--- src/rtl/hit_display_pkg.sv ---
// Shared display-stage constants and marker state encoding.
// Used by the hit-marker controller and other display-stage blocks.
package hit_display_pkg;

  localparam int H_ACTIVE_DEF = 1024;
  localparam int V_ACTIVE_DEF = 768;
  // Must stay >= sprite half-extent (HEIGHT/RADIUS).
  localparam int MARGIN_DEF   = 16;

  typedef enum logic [1:0] {
    IDLE  = 2'd0,
    SHOW  = 2'd1,
    BLINK = 2'd2
  } state_t;

endpackage

--- src/rtl/hit_marker_ctrl_if.sv ---
// Hit-marker controller bus: timing/hit inputs and marker outputs.
// master drives hits and vsync; slave is the controller.
interface hit_marker_ctrl_if;

  logic        vsync;
  logic        hit_valid;
  logic [10:0] hit_x;
  logic [9:0]  hit_y;
  logic [10:0] x;
  logic [9:0]  y;
  logic        visible;
  logic [7:0]  hit_count;

  modport master (
    output vsync, hit_valid, hit_x, hit_y,
    input  x, y, visible, hit_count
  );

  modport slave (
    input  vsync, hit_valid, hit_x, hit_y,
    output x, y, visible, hit_count
  );

endinterface

--- src/rtl/hit_marker_ctrl_frame_tick_gen.sv ---
// Registered rising-edge detector for vsync.
// Emits a one-cycle frame tick one cycle after the vsync rise.
module frame_tick_gen (
  input  logic clk,
  input  logic reset,
  input  logic vsync_i,
  output logic tick_o
);

  logic vs_q;
  logic tick_q;

  // vsync history and registered edge pulse
  always_ff @(posedge clk or posedge reset) begin
    if (reset) begin
      vs_q   <= 1'b0;
      tick_q <= 1'b0;
    end else begin
      vs_q   <= vsync_i;
      tick_q <= vsync_i & ~vs_q;
    end
  end

  assign tick_o = tick_q;

endmodule

--- src/rtl/hit_marker_ctrl.sv ---
// Frame-synchronous hit-marker controller: clamp, commit, hold, blink.
// Optional HIT_MARKER_SMOOTH_EN: retrigger commits average old/new position.
module hit_marker_ctrl
  import hit_display_pkg::*;
#(
  parameter int H_ACTIVE     = H_ACTIVE_DEF,
  parameter int V_ACTIVE     = V_ACTIVE_DEF,
  parameter int MARGIN       = MARGIN_DEF,
  parameter int HOLD_FRAMES  = 120,
  parameter int BLINK_FRAMES = 30,
  parameter int BLINK_PERIOD = 4
) (
  input logic             clk,
  input logic             reset,
  hit_marker_ctrl_if.slave bus
);

  localparam int FLW = $clog2(HOLD_FRAMES + 1);
  localparam int BCW = $clog2(BLINK_PERIOD + 1);

  localparam logic [10:0] X_LO = 11'(MARGIN);
  localparam logic [10:0] X_HI = 11'(H_ACTIVE - 1 - MARGIN);
  localparam logic [9:0]  Y_LO = 10'(MARGIN);
  localparam logic [9:0]  Y_HI = 10'(V_ACTIVE - 1 - MARGIN);

  logic           frame_tick;
  logic           commit;
  state_t         state_q, state_d;
  logic [10:0]    x_q, x_d, px_q, px_d, cx;
  logic [9:0]     y_q, y_d, py_q, py_d, cy;
  logic           vis_q, vis_d;
  logic           pend_q, pend_d;
  logic [7:0]     cnt_q, cnt_d;
  logic [FLW-1:0] fl_q, fl_d;
  logic [BCW-1:0] bc_q, bc_d;
`ifdef HIT_MARKER_SMOOTH_EN
  logic [11:0]    sx;
  logic [10:0]    sy;
`endif

  frame_tick_gen u_tick (
    .clk     (clk),
    .reset   (reset),
    .vsync_i (bus.vsync),
    .tick_o  (frame_tick)
  );

  // Clamp raw hit coordinates into the displayable window
  always_comb begin
    cx = bus.hit_x;
    cy = bus.hit_y;
    if (bus.hit_x < X_LO)      cx = X_LO;
    else if (bus.hit_x > X_HI) cx = X_HI;
    if (bus.hit_y < Y_LO)      cy = Y_LO;
    else if (bus.hit_y > Y_HI) cy = Y_HI;
  end

  assign commit = frame_tick & pend_q;

  // Capture, commit and hold/blink next-state logic
  always_comb begin
    state_d = state_q;
    x_d     = x_q;
    y_d     = y_q;
    vis_d   = vis_q;
    pend_d  = pend_q;
    px_d    = px_q;
    py_d    = py_q;
    cnt_d   = cnt_q;
    fl_d    = fl_q;
    bc_d    = bc_q;
`ifdef HIT_MARKER_SMOOTH_EN
    sx      = 12'(x_q) + 12'(px_q);
    sy      = 11'(y_q) + 11'(py_q);
`endif

    if (bus.hit_valid) begin
      pend_d = 1'b1;
      px_d   = cx;
      py_d   = cy;
      if (cnt_q != 8'hFF) cnt_d = cnt_q + 8'd1;
    end else if (commit) begin
      pend_d = 1'b0;
    end

    if (commit) begin
`ifdef HIT_MARKER_SMOOTH_EN
      if (state_q != IDLE) begin
        x_d = sx[11:1];
        y_d = sy[10:1];
      end else begin
        x_d = px_q;
        y_d = py_q;
      end
`else
      x_d = px_q;
      y_d = py_q;
`endif
      fl_d    = FLW'(HOLD_FRAMES);
      bc_d    = '0;
      state_d = SHOW;
      vis_d   = 1'b1;
    end else if (frame_tick) begin
      unique case (state_q)
        IDLE: vis_d = 1'b0;
        SHOW: begin
          if (fl_q != '0) fl_d = fl_q - FLW'(1);
          if (fl_d == FLW'(BLINK_FRAMES)) begin
            state_d = BLINK;
            vis_d   = 1'b1;
            bc_d    = '0;
          end
        end
        BLINK: begin
          if (fl_q != '0) fl_d = fl_q - FLW'(1);
          if (fl_d == '0) begin
            state_d = IDLE;
            vis_d   = 1'b0;
          end else if (bc_q == BCW'(BLINK_PERIOD - 1)) begin
            bc_d  = '0;
            vis_d = ~vis_q;
          end else begin
            bc_d = bc_q + BCW'(1);
          end
        end
        default: begin
          state_d = IDLE;
          vis_d   = 1'b0;
        end
      endcase
    end
  end

  // State and output registers
  always_ff @(posedge clk or posedge reset) begin
    if (reset) begin
      state_q <= IDLE;
      x_q     <= '0;
      y_q     <= '0;
      vis_q   <= 1'b0;
      pend_q  <= 1'b0;
      px_q    <= '0;
      py_q    <= '0;
      cnt_q   <= '0;
      fl_q    <= '0;
      bc_q    <= '0;
    end else begin
      state_q <= state_d;
      x_q     <= x_d;
      y_q     <= y_d;
      vis_q   <= vis_d;
      pend_q  <= pend_d;
      px_q    <= px_d;
      py_q    <= py_d;
      cnt_q   <= cnt_d;
      fl_q    <= fl_d;
      bc_q    <= bc_d;
    end
  end

  assign bus.x         = x_q;
  assign bus.y         = y_q;
  assign bus.visible   = vis_q;
  assign bus.hit_count = cnt_q;

endmodule

--- src/flat_wrapper.sv ---
// flat-port wrapper written by rule: the top's interface ports become plain ports
module hit_marker_ctrl_flat import hit_display_pkg::*;
#(
  parameter int H_ACTIVE     = H_ACTIVE_DEF,
  parameter int V_ACTIVE     = V_ACTIVE_DEF,
  parameter int MARGIN       = MARGIN_DEF,
  parameter int HOLD_FRAMES  = 120,
  parameter int BLINK_FRAMES = 30,
  parameter int BLINK_PERIOD = 4
)
  (clk, reset, bus_vsync, bus_hit_valid, bus_hit_x, bus_hit_y, bus_x, bus_y, bus_visible, bus_hit_count);
  hit_marker_ctrl_if bus_i ();
  input logic clk;
  input logic reset;
  input wire logic [$bits(bus_i.vsync)-1:0] bus_vsync;
  input wire logic [$bits(bus_i.hit_valid)-1:0] bus_hit_valid;
  input wire logic [$bits(bus_i.hit_x)-1:0] bus_hit_x;
  input wire logic [$bits(bus_i.hit_y)-1:0] bus_hit_y;
  output wire logic [$bits(bus_i.x)-1:0] bus_x;
  output wire logic [$bits(bus_i.y)-1:0] bus_y;
  output wire logic [$bits(bus_i.visible)-1:0] bus_visible;
  output wire logic [$bits(bus_i.hit_count)-1:0] bus_hit_count;
  assign bus_i.vsync = bus_vsync;
  assign bus_i.hit_valid = bus_hit_valid;
  assign bus_i.hit_x = bus_hit_x;
  assign bus_i.hit_y = bus_hit_y;
  assign bus_x = bus_i.x;
  assign bus_y = bus_i.y;
  assign bus_visible = bus_i.visible;
  assign bus_hit_count = bus_i.hit_count;
  hit_marker_ctrl #(.H_ACTIVE(H_ACTIVE), .V_ACTIVE(V_ACTIVE), .MARGIN(MARGIN), .HOLD_FRAMES(HOLD_FRAMES), .BLINK_FRAMES(BLINK_FRAMES), .BLINK_PERIOD(BLINK_PERIOD)) u_core (.clk(clk), .reset(reset), .bus(bus_i));
endmodule
--- config.mk ---
export PLATFORM = sky130hd
export DESIGN_NAME = hit_marker_ctrl_flat
export DESIGN_NICKNAME = d
export VERILOG_FILES = /design/src/rtl/hit_display_pkg.sv /design/src/rtl/hit_marker_ctrl_if.sv /design/src/rtl/hit_marker_ctrl_frame_tick_gen.sv /design/src/rtl/hit_marker_ctrl.sv /design/src/flat_wrapper.sv
export SDC_FILE = /design/constraint.sdc
export NUM_CORES = 1
export LEC_CHECK = 0
export CORE_MARGIN = 1
export CORE_UTILIZATION = 54
export CTS_BUF_LIST = sky130_fd_sc_hd__clkbuf_4 sky130_fd_sc_hd__clkbuf_8
export DETAILED_ROUTE_END_ITERATION = 10
export PLACE_DENSITY = 0.87
export SLEW_MARGIN = 20
export SYNTH_ARGS = -nofsm -noshare
export SYNTH_HDL_FRONTEND = slang
export SYNTH_SLANG_ARGS = --single-unit
--- constraint.sdc ---
create_clock -name clk -period 2.46 [get_ports clk]
set_input_delay 0.492 -clock clk [delete_from_list [all_inputs] [get_ports clk]]
set_output_delay 0.492 -clock clk [all_outputs]
set_load 0.02 [all_outputs]
Word-level counts from Yosys, hierarchy flattened
Index checks and enable logic that the tools add are counted.
Cells by class
  add/subtract/negate cells: 3
  $lt $le $gt $ge: 4
  eq/ne operators: 10
  multiplexer cells: 33
  bitwise logic cells: 4
  reductions and logical operators: 11
Operators with widths (count)
  7-bit two-way mux: 9
  11-bit two-way mux: 2
  10-bit two-way mux: 2
  3-bit two-way mux: 5
  7-bit case mux with 2 select lines: 1
  11-bit by 10-bit > comparator with 1-bit output, second input constant: 1
  11-bit by 5-bit less-than comparator with 1-bit output, second input constant: 1
  10-bit > comparator, second input constant: 1
  10-bit by 5-bit less-than comparator with 1-bit output, second input constant: 1
  8-bit by 1-bit adder with 8-bit output, second input constant: 1
  2-bit two-way mux: 4
  8-bit != test, second input constant: 1
  4-bit AND reduction: 2
  7-bit by 5-bit equality test with 1-bit output, second input constant: 1
  7-bit zero test: 1
  1-bit two-way mux: 7
  7-bit nonzero test: 1
  7-bit by 1-bit subtractor with 7-bit output, second input constant: 1
  3-bit by 1-bit != test with 1-bit output, second input constant: 2
  2-bit case mux with 3 select lines: 1
  3-bit case mux with 2 select lines: 1
  4-bit by 1-bit != test with 1-bit output, second input constant: 1
  2-bit AND reduction: 2
  2-bit nonzero test: 2
  other kinds (12): 14
Word-level totals
  register bits after elaboration: 66
  input port bits: 25
  output and inout port bits: 30
  word-level logic and storage cells: 77

Logic depth before layout (Yosys ltp)
  depth after elaboration: 10
  gate-level depth with buffers: 9
  mapped depth without buffers: 8

Modules after synthesis
Synthesis repeated with hierarchy kept, for this count alone.
Second synthesis, totals
  cell total of the unflattened synthesis: 302
  area, all modules: 3134.3 µm²
By module, submodules not included
  hit_marker_ctrl: instances 1, cells an instance 298, area an instance 3066.7 µm², sequential area each 1601.5 µm²
  frame_tick_gen: instances 1, cells an instance 4, area an instance 67.6 µm², sequential area each 50.0 µm²

Least setup slack after synthesis
No wires, ideal clock.
  kind: register to register
  from: register u_core.fl_q[0]
  to: register u_core.bc_q[0]
  library setup time: 0.095 ns
  arrival time: 2.089 ns
  required time: 2.365 ns
  slack: 0.276 ns
  stages on the path, launching flop included: 10
  path buffers: 1
  clock period less this slack: 2.184 ns
  cell sequence: dfrtp_1 -> buf_6 -> inv_1 -> ha_1 -> and2_1 -> a21oi_1 -> o31a_2 -> o21a_1 -> or3_1 -> o32ai_2
Between the ends
  word-level cells in the longest chain between the ends: 8
  elaborated cells between the ends (all ways): 14
  classes of those cells: 1 x add/sub; 3 x eq/ne; 7 x mux; 3 x reduce/logical
RTL lines
  start: declaration: line hit_marker_ctrl.sv:34  | logic [FLW-1:0] fl_q, fl_d;
  start signal: assignment: line hit_marker_ctrl.sv:156  | fl_q <= fl_d;
  7-bit by 1-bit subtractor with 7-bit output or 7-bit nonzero test (tied branches): line hit_marker_ctrl.sv:107, hit_marker_ctrl.sv:115
  7-bit two-way mux (*): line hit_marker_ctrl.sv:107, hit_marker_ctrl.sv:115
  7-bit two-way mux: line hit_marker_ctrl.sv:104  | unique case (state_q)
  7-bit two-way mux: line hit_marker_ctrl.sv:103  | end else if (frame_tick) begin
  7-bit two-way mux: line hit_marker_ctrl.sv:86  | if (commit) begin
  7-bit by 5-bit equality test with 1-bit output or 7-bit zero test (tied branches): line hit_marker_ctrl.sv:108, hit_marker_ctrl.sv:116
  3-bit by 1-bit != test with 1-bit output (no line) or 3-bit by 2-bit != test with 1-bit output (tied branches)
  4-bit AND reduction (no line) (*)
  end signal: assignment: line hit_marker_ctrl.sv:146  | bc_q <= '0;
  end signal: assignment: line hit_marker_ctrl.sv:157  | bc_q <= bc_d;
  end: declaration: line hit_marker_ctrl.sv:35  | logic [BCW-1:0] bc_q, bc_d;
Mark *: on every way between the ends. The rest lies on a longest branch, timed or not. The select of a mux whose other input is x is not followed.
A chain may end at the register's enable or synchronous reset.

Worst setup path in the final report
  from: register u_core.fl_q[1]
  to: register u_core.bc_q[0]
The elaborated chain is that of the path after synthesis.

==> results.ini <==
[setup_path]
startpoint=u_core.fl_q[1]
required_ps=2710
r2r-start=u_core.fl_q[1]
r2r_cells=8
crit_path_start_kind=flop
end_kind=flop
path_class=reg2reg
crit_fanout=8
crit_arrival_ps=2510

[sta]
grt_setup_unrepaired=false
setup_viol=0
timing.final.ws_setup_ps=197
maxSlewHeadroom_pct=66.5
period_needed_ps=2260
fmax_mhz=442
report.final.slew_viol_count=0
fin_crit_sh_pct=92.0
hold_viol=0
setup_tns_ps=0
worst_clock_skew_ps=8.14
worst_pin_slew_ps=497

[routing]
drtAntennaViolNets=0
drcViolationCount=0
vias=2444
wl_per_cell_um=15.3
vias_per_cell=5.63
drt_iter0_markers=151
drt_pass1_iterations=4
totalWireLength_mm=6.64

[global_route]
grt_pass1_wl_mm=11.3
grt_antenna_before_repair=0
grt_pass1_vias=2457
grt-ovfl-total=0
grt_usage_pct=24.2
grt_max_degree=67

[cells_and_area]
final_layout_size_suffix_gt1_share_pct=11.3
num-nets-final=390
diodes=0
area_growth_pct=28.0

[yosys]
syn_nets=331
synth_top_area_share_pct=53.0
synth.top_cells.by_area=dfrtp_1 (53%), nor2_1 (4.1%), mux2_1 (4.0%), nand2_1 (3.4%), ha_1 (3.2%)
postSynthAreaPerCell_um2=10.5
ys_ff_latch=66
synthTopCellsByCount=dfrtp_1 (66), nor2_1 (34), nand2_1 (28)
syn-cell-area_mm2=0.00312
ys_seq_area_share_pct=53.0
synthDistinctLibCells=55
synth_top_area_cell=dfrtp_1
yosysMostFrequentCell=dfrtp_1
synth_edf_count=0
async_flop_share_pct=100
ys.flop_type=dfrtp_1
synthCells=298
yosys_warnings=0

[run]
cap_violations=0

[clock_tree]
hold_buffers=0
numCtsBuffers=9
insertion_delay_ps=340
ctsRootBufferMaster=clkbuf_8
post_cts_buffers=0
cts.path.max_buffers=2
htreeDepth=3
clk_transition_reported_paths_ps=70
cts_num_sinks=66
cts_tree=built

[placed_design]
dpl_worst_slack_ps=167
gp_congestion=0.837
dpl.hpwl_mm=4.63
portBuffers=54

[floorplanning]
initial_core_util_pct=56.3
fp.dieW_um=78.0
rows=27
core_region_area_mm2=0.00554
ios=55
die_h_um=78.0
die_area_mm2=0.00608

[power_and_ir_drop]
vdd_drop_max_v=0.000718
powerDensity_mw_per_mm2=861
cellLeakagePower_uw=0.00164

[min_path]
holdCritPathClass=reg2reg
min_path_cells=1
hold_path_startpoint=u_core.u_tick.vs_q

[outcome]
status=finished, final reports clean

[layout make-up]
| type | count | area (µm²) |
|---|---|---|
| Multi-Input combinational cell | 205 | 1350 |
| Timing Repair Buffer | 61 | 606 |
| Sequential cell | 66 | 1650 |
| Clock inverter | 4 | 72.6 |
| Tap cell | 72 | 90.1 |
| Clock buffer | 12 | 165 |
| Fill cell | 397 | 1550 |
| Inverter | 14 | 52.6 |
[power by group]
group,internal [µW],leakage (µW),switching (µW),total (µW)
clock,652,0.000119,409,1060
sequential,1270,0.000767,179,1450
combinational,448,0.000759,480,927
[worst paths after layout]
path                                        endpoint  slack [ps]
worst min-delay path            u_core.u_tick.tick_o         410
min in group asynchronous         u_core.bus.visible         530
worst max-delay path                  u_core.bc_q[0]         200
worst min register to register  u_core.u_tick.tick_o         410
max in group asynchronous             u_core.fl_q[1]        1630
worst max register to register        u_core.bc_q[0]         200
[metal layers]
metal  share of wire (%)  GRT usage (%)  wire [µm]  up-vias
met3                 5.7           7.18        376       11
met5                   0              0          0        -
met1                  43           29.8       2850     1188
met2                  50           40.3       3310       70
met4                 1.6           9.07        104        0
li1                    -              -          -     1175
[logic make-up (layout without fill, tap and decap cells)]
group           after synthesis  in the layout  synth area share [%]
simple gates                 96             96                  15.4
flops                        66             66                  53.0
fa+ha+maj                     8              8                  3.21
xor+xnor                      7              7                  1.97
mux                          19             19                  6.86
compound gates               75             75                  16.0
buf+inv                      27             91                  3.65
[cells in the final DEF (no fill, tap or decap), types with 3 or more instances in the layout]
cell	n
xnor2_1	5
nand2_1	28
inv_1	13
o41ai_1	3
mux2_2	8
o211ai_1	4
mux2_1	11
o21ai_1	12
clkbuf_8	12
dfrtp_1	65
o31ai_1	3
clkdlybuf4s50_1	54
ha_1	8
o2bb2ai_1	5
o21ai_0	9
nor2b_1	4
buf_4	6
nand2b_1	5
nor2_1	34
a21oi_1	19
[flip-flops by register name, summed over array words and instances, names as in the netlist]
register and count:
u_core.u_tick.tick_o 1, u_core.py_q 10, u_core.bus.x 11, u_core.u_tick.vs_q 1, u_core.bus.visible 1, u_core.bus.y 10, u_core.px_q 11, u_core.pend_q 1
u_core.bc_q 3, u_core.state_q 2, u_core.fl_q 7, u_core.bus.hit_count 8
[worst max-delay path, cell delays in order (launching register included)]
cell	delay, ps
dfrtp_2	440
inv_1	90
ha_1	260
and2_1	160
a21oi_1	60
o31a_2	340
o21a_1	230
or3_1	380
o32ai_2	200
[through the flow]
stage	area (µm²)	util (%)	total power, µW	hold slack (ps)	instances
after global routing	3990	72.0	3600	454	434
after detailed placement	3750	67.7	2380	388	418
final	3990	72.0	3440	408	434
after CTS	3990	72.0	3450	410	434
after floorplan	3120	-	1960	378	298
after global placement	3750	67.7	2340	386	418
[what timing repair did]
item                       in CTS  in global routing
setup endpoints to repair       0                  1
gates resized for setup         0                  1
hold endpoints to repair        0                  0
No activity file was read; power rests on OpenSTA's default activity.
